==> config.mk <==
export PLATFORM = sky130hd
export DESIGN_NAME = prbs_range_gen
export DESIGN_NICKNAME = d
export VERILOG_FILES = /design/src/rtl/prbs_range_gen.sv
export SDC_FILE = /design/constraint.sdc
export NUM_CORES = 1
export LEC_CHECK = 0
export ABC_AREA = 1
export CAP_MARGIN = 20
export CORE_AREA = 3 3 65 67
export DETAILED_ROUTE_END_ITERATION = 16
export DIE_AREA = 0 0 68 70
export PLACE_DENSITY = 0.87
export SLEW_MARGIN = 5
export SYNTH_ARGS = -nofsm -noshare
export SYNTH_HDL_FRONTEND = slang
export SYNTH_SLANG_ARGS = --single-unit
==> constraint.sdc <==
create_clock -name clock_25 -period 1.73 [get_ports clock_25]
set_input_delay 0.346 -clock clock_25 [delete_from_list [all_inputs] [get_ports clock_25]]
set_output_delay 0.346 -clock clock_25 [all_outputs]
set_load 0.05 [all_outputs]
==> src/rtl/prbs_range_gen.sv <==
// Parametrised Fibonacci-LFSR source that hands out values below a runtime limit via rejection sampling.
// Optional macro PRBS_REJECT_CNT_EN enables the saturating rejection counter on reject_cnt.
module prbs_range_gen #(
    parameter int unsigned      WIDTH     = 7,
    parameter logic [WIDTH-1:0] TAPS      = 7'b1100000,
    parameter int unsigned      OUT_W     = 7,
    parameter int unsigned      MAX_TRIES = 15
) (
    input  logic             clock_25,
    input  logic             reset,
    input  logic [WIDTH-1:0] seed,
    input  logic             seed_load,
    input  logic             run_en,
    input  logic             req,
    input  logic [OUT_W-1:0] limit,
    output logic [WIDTH-1:0] rnd,
    output logic [OUT_W-1:0] value,
    output logic             valid,
    output logic             busy,
    output logic             fallback,
    output logic [15:0]      reject_cnt
);

    localparam int unsigned TRY_W = $clog2(MAX_TRIES + 1);
    localparam logic [TRY_W-1:0] LAST_TRY = TRY_W'(MAX_TRIES - 1);

    typedef enum logic {
        IDLE,
        DRAW
    } state_t;

    state_t           state;
    logic [TRY_W-1:0] tries;
    logic [OUT_W-1:0] limit_q;

    logic [WIDTH-1:0] rnd_step;
    logic [WIDTH-1:0] seed_safe;
    logic [OUT_W-1:0] candidate;
    logic             accept;
    logic             last_try;

    // NOTE: every signal assigned in always_comb gets a default first, so no path can infer a latch.
    always_comb begin
        rnd_step = {rnd[WIDTH-2:0], ^(rnd & TAPS)};
        if (rnd == '0) begin
            rnd_step = WIDTH'(1);
        end
    end

    // An all-zero seed would park the LFSR forever, so it is replaced by 1.
    assign seed_safe = (seed == '0) ? WIDTH'(1) : seed;
    assign candidate = rnd[OUT_W-1:0];
    assign accept    = (candidate < limit_q);
    assign last_try  = (tries == LAST_TRY);

    // NOTE: sequential state is written with non-blocking assignments only, so every
    // register samples the pre-edge values regardless of statement order.
    always_ff @(posedge clock_25) begin
        if (reset) begin
            rnd      <= seed_safe;
            value    <= '0;
            valid    <= 1'b0;
            busy     <= 1'b0;
            fallback <= 1'b0;
            state    <= IDLE;
            tries    <= '0;
            limit_q  <= '0;
        end else begin
            // The LFSR always advances in DRAW so a draw never stalls with run_en low.
            if (seed_load) begin
                rnd <= seed_safe;
            end else if (run_en || state == DRAW) begin
                rnd <= rnd_step;
            end

            valid    <= 1'b0;
            fallback <= 1'b0;

            case (state)
                IDLE: begin
                    if (req) begin
                        if (limit != '0) begin
                            limit_q <= limit;
                            tries   <= '0;
                            busy    <= 1'b1;
                            state   <= DRAW;
                        end else begin
                            value    <= '0;
                            valid    <= 1'b1;
                            fallback <= 1'b1;
                        end
                    end
                end
                DRAW: begin
                    if (accept) begin
                        value <= candidate;
                        valid <= 1'b1;
                        busy  <= 1'b0;
                        state <= IDLE;
                    end else if (last_try) begin
                        value    <= '0;
                        valid    <= 1'b1;
                        fallback <= 1'b1;
                        busy     <= 1'b0;
                        state    <= IDLE;
                    end else begin
                        tries <= tries + 1'b1;
                    end
                end
                default: state <= IDLE;
            endcase
        end
    end

`ifdef PRBS_REJECT_CNT_EN
    logic [15:0] reject_q;

    // Every rejected DRAW evaluation counts, including the one that triggers the fallback.
    always_ff @(posedge clock_25) begin
        if (reset) begin
            reject_q <= '0;
        end else if (state == DRAW && !accept && reject_q != 16'hFFFF) begin
            reject_q <= reject_q + 16'd1;
        end
    end

    assign reject_cnt = reject_q;
`else
    assign reject_cnt = '0;
`endif

endmodule
Yosys cells after proc, flatten, opt, wreduce, memory -nomap -nowiden
Cells that the tools add are included.
Operators by class
  bitwise gates (word level): 1
  $add $sub $neg: 1
  order comparisons: 1
  mux-type cells: 32
  reductions and logical operators: 10
  equal/unequal tests: 7
Operators by type and width (count)
  $mux W7: 9
  $mux W4: 4
  $logic_not A7 Y1: 2
  $pmux W7 S2: 1
  $mux W1: 13
  $ne A2 B2 Y1 const B: 5
  $reduce_and A3 Y1: 3
  $pmux W1 S2: 4
  $pmux W4 S2: 1
  $lt A7 B7 Y1: 1
  $reduce_bool A7 Y1: 1
  $reduce_xor A7 Y1: 1
  $add A4 B1 Y4 const B: 1
  $eq A4 B4 Y1 const B: 1
  $reduce_and A4 Y1: 1
  $ne A3 B1 Y1 const B: 1
  $reduce_bool A3 Y1: 1
  $logic_or A1 B1 Y1: 1
  $not A1 Y1: 1
Word-level totals
  input port bits: 19
  bits in registers: 29
  word-level logic and storage cells: 60
  output and inout port bits: 33

Longest topological paths before layout
  depth in word-level cells: 5
  mapped depth: 13
  depth with buffers taken out: 13

Worst setup path before layout
No wires, ideal clock.
  path kind: reg-to-reg
  start: register rnd[6]
  end: register value[0]
  data required time: 1.617 ns
  path slack: -0.113 ns
  library setup time: 0.113 ns
  period minus slack after synthesis: 1.843 ns
  data arrival time: 1.730 ns
  cell stages (with the launch flop): 10
  path through: edfxtp_1 ha_1 nand2_2 inv_2 a21oi_4 nand2_2 nand2_4 nand3_4 nor2_1 nor2_1
Between the ends
  cells in the longest elaborated chain, start to end: 3
RTL lines
  start, declared: RTL line 16  | output logic [WIDTH-1:0] rnd,
  start signal, assigned: RTL line 60  | rnd <= seed_safe;
  start signal, assigned: RTL line 71  | rnd <= seed_safe;
  start signal, assigned: RTL line 73  | rnd <= rnd_step;
  $lt A7 B7 Y1 *: RTL line 53  | assign accept = (candidate < limit_q);
  $ne A3 B1 Y1 (no line) or $mux W7 (tied branches)
  $reduce_and A3 Y1 (no line) or $pmux W7 S2 (tied branches)
  end signal, assigned: RTL line 96  | value <= candidate;
  end, declared: RTL line 17  | output logic [OUT_W-1:0] value,
Every way passes the cells marked *; elsewhere a longest branch is shown, timed or not.
A chain may end at the register's enable or synchronous reset.

Worst setup path in the final report
  start: register rnd[4]
  end: register value[6]
The elaborated chain is that of the path after synthesis.

==> impl_metrics.py <==
metrics = {
    "run_status": {
        "run_status": "complete, no violations",
    },
    "die": {
        "pin_count": 52,
        "core-area_um2": 3689,
        "die_height_um": 70,
        "num_rows": 22,
        "start_util": 0.4664,
        "die_x_um": 68,
        "die-area_um2": 4760,
    },
    "logic_synthesis": {
        "syn_area_um2": 1720,
        "ys_seq_area_frac": 0.3782,
        "yosys_warnings": 0,
        "synthCells": 222,
        "avgSynthCellArea_um2": 7.750,
        "ys_ff_latch": 29,
        "synth_cell_types": 32,
    },
    "route": {
        "vias": 1587,
        "via_per_inst": 4.944,
        "ant_nets": 0,
        "firstDrtPassIters": 4,
        "drt_iter0_markers": 173,
        "routedWlPerCell_um": 12.42,
        "drt-total-wl_mm": 3.988,
        "drc": 0,
    },
    "clock_tree": {
        "cts_tree": "done",
        "clkTransAtPathRegs_ns": 0.07,
        "root_buffer": "clkbuf_8",
        "htreeDepth": 2,
        "cts_buffers": 5,
        "cts.path.max_buffers": 2,
        "clk_latency_ns": 0.29,
        "clock-sinks": 29,
    },
    "timing": {
        "finalSetupViolCount": 0,
        "skew_ns": 0.01257,
        "fin_hold_ws_ns": 0.4705,
        "period_share": 0.9819,
        "hold_violations": 0,
        "finalCriticalPeriod_ns": 1.699,
        "maxSlewViolCount": 0,
        "fmax_mhz": 588.7,
    },
    "grt": {
        "grt_antenna_before_repair": 0,
        "grt_pass1_wl_mm": 6.154,
        "grt_usage": 0.1721,
        "grt.met2_usage": 0.2634,
        "grt_use_met1": 0.2183,
        "busiest_layer": "met2",
        "grt_max_degree": 19,
        "grt.overflow.total": 0,
        "met3_usage": 0.04984,
        "grt_pass1_vias": 1393,
    },
    "power_and_ir_drop": {
        "swShare": 0.3654,
        "power_leakage_nw": 1.059,
        "power_density_nw_per_um2": 918.5,
        "peakVddDrop_mv": 0.5359,
        "p_int_mw": 1.328,
        "p_clk_frac": 0.272,
        "p_sw_mw": 0.7648,
        "p_comb_frac": 0.344,
        "sequentialPowerShare": 0.384,
    },
    "place": {
        "globalplace.congestion": 0.8870,
        "postPlaceCellArea_um2": 2081,
        "hpwlAfterDp_mm": 2.935,
        "portBuffers": 35,
    },
    "worst_hold_path": {
        "min_path_type": "reg2reg",
        "min_to": "limit_q[3]",
        "holdPathStages": 2,
        "holdCritStartpoint": "limit_q[3]",
    },
    "flow_run": {
        "drv_cap": 0,
    },
    "finish": {
        "nets": 299,
        "fill_cells": 323,
        "antennaDiodeCount": 0,
        "area_growth_pct": 32.44,
        "drive_above_1_share": 0.2821,
        "final_area_um2": 2278,
    },
    "critical_path": {
        "crit_path_end_kind": "register",
        "reg2regPathDepth": 9,
        "r2r_end": "value[6]",
        "cp.arrival_ns": 1.89,
        "cp.required_ns": 1.92,
        "r2r_start": "rnd[4]",
        "r2r_slack_ns": 0.03,
        "cp_max_fo": 8,
        "start_kind": "register",
        "critPathKind": "reg2reg",
    },
}
cells by family (layout without fill, tap and decap cells):
logic type                 after synthesis  after routing  share of synthesized area
other                                    1             16                   0.002180
xor gates and xnor gates                 1              1                   0.005092
adders and majority gates                8              8                    0.05818
DFF                                     29             29                     0.3782
and+or+nand+nor                         96             96                     0.2851
AOI/OAI and AO/OA                       31             31                     0.1040
buffers and inverters                   56             92                     0.1673
worst max path at each step:
stage | from | endpoint | cells past startpoint
finish | rnd[4] | value[6] | 9
global route | rnd[4] | value[6] | 9
CTS | rnd[4] | value[0] | 9
detailed placement | reset | rnd[0] | 7
global placement | rnd[4] | value[0] | 9
floorplan | rnd[2] | value[0] | 9
layout make-up:
type / count / area, um^2 / area share
multi-input combinational: 152 / 933.4 / 0.4097
sequential: 29 / 650.6 / 0.2856
tap: 48 / 60.06 / 0.02636
clock buffer: 8 / 90.09 / 0.03954
timing repair buffer: 49 / 412.9 / 0.1812
inverter: 35 / 131.4 / 0.05766
power groups by stage:
stage / clock network [mW] / logic (mW) / registers (mW)
after floorplan: 0 / 0.374 / 0.937
after global placement: 0 / 0.637 / 0.812
after detailed placement: 0 / 0.652 / 0.815
after CTS: 0.586 / 0.658 / 0.800
after global routing: 0.604 / 0.779 / 0.812
final: 0.570 / 0.719 / 0.804
state kept, by name, indices dropped and copies added (netlist names):
name      cells
value         7
busy          1
valid         1
rnd           7
tries         4
state         1
limit_q       7
fallback      1
critical path: stages (launching register included):
cell and delay (ns):
edfxtp_1 0.44, ha_4 0.24, nand2_1 0.05, nand2_1 0.09, a21oi_4 0.23, nand2_4 0.11
nand2_8 0.10, nand3_4 0.14, nor2_2 0.15, nor2_1 0.05
placed cells by master, fill, tap and decap left out, types with 5 or more instances in the layout:
cell and count:
edfxtp_1 7, a21oi_1 13, nor2_2 11, inv_1 29
nand3_1 5, nand4_1 9, nor2_1 22, nand2_1 32
o21ai_0 11, nand2_2 5, clkbuf_8 6, conb_1 16
dfxtp_1 22, inv_2 6, clkdlybuf4s50_1 18, buf_4 31
per-layer routing:
metal  vias to the layer above  routed length, um
met2                        81               1894
li1                        781                  -
met5                         -                  0
met3                        11                383
met1                       714               1596
met4                         0                113
Yosys cell counts:
master | instances | area, um^2
nand2_1 | 33 | 123.9
inv_1 | 30 | 112.6
nor2_1 | 30 | 112.6
dfxtp_1 | 22 | 440.4
buf_4 | 16 | 120.1
a21oi_1 | 14 | 70.07
o21ai_0 | 11 | 55.05
nand4_1 | 9 | 56.30
ha_1 | 8 | 100.1
edfxtp_1 | 7 | 210.2
inv_2 | 5 | 18.77
nand2_2 | 5 | 31.28
nand3_1 | 5 | 25.02
nor2_2 | 4 | 25.02
buf_2 | 2 | 10.01
buf_6 | 2 | 22.52
nand2_4 | 2 | 22.52
nand3_2 | 2 | 20.02
nand3_4 | 2 | 35.03
a21oi_2 | 1 | 8.760
a21oi_4 | 1 | 16.27
a31o_2 | 1 | 8.760
a31oi_1 | 1 | 6.260
buf_1 | 1 | 3.750
conb_1 | 1 | 3.750
nand3b_1 | 1 | 7.510
nor3_1 | 1 | 5.000
nor3_2 | 1 | 10.01
nor3_4 | 1 | 16.27
o21ai_1 | 1 | 5.000
o32ai_1 | 1 | 8.760
xor2_1 | 1 | 8.760
per-stage QoR:
stage                     utilization   TNS, ns  instances  power (mW)  worst slack (ns)
after floorplan                     -   -0.7652        237       1.312          -0.09271
after global placement         0.5641         0        309       1.449           0.04318
after detailed placement       0.5641  -0.04900        309       1.467          -0.02058
after CTS                      0.5906  -0.01202        318       2.044         -0.007638
after global routing           0.6177   -0.1409        321       2.195          -0.04454
final                          0.6177         0        321       2.093           0.03125
repair_timing:
action                     4_1_cts  5_1_grt
setup endpoints to repair        3       10
hold buffers                     0        0
pin swaps                        1        7
setup buffers                    1        3
gates cloned                     0        0
gates resized for setup          0       16
Power figures use the tool's default switching activity.
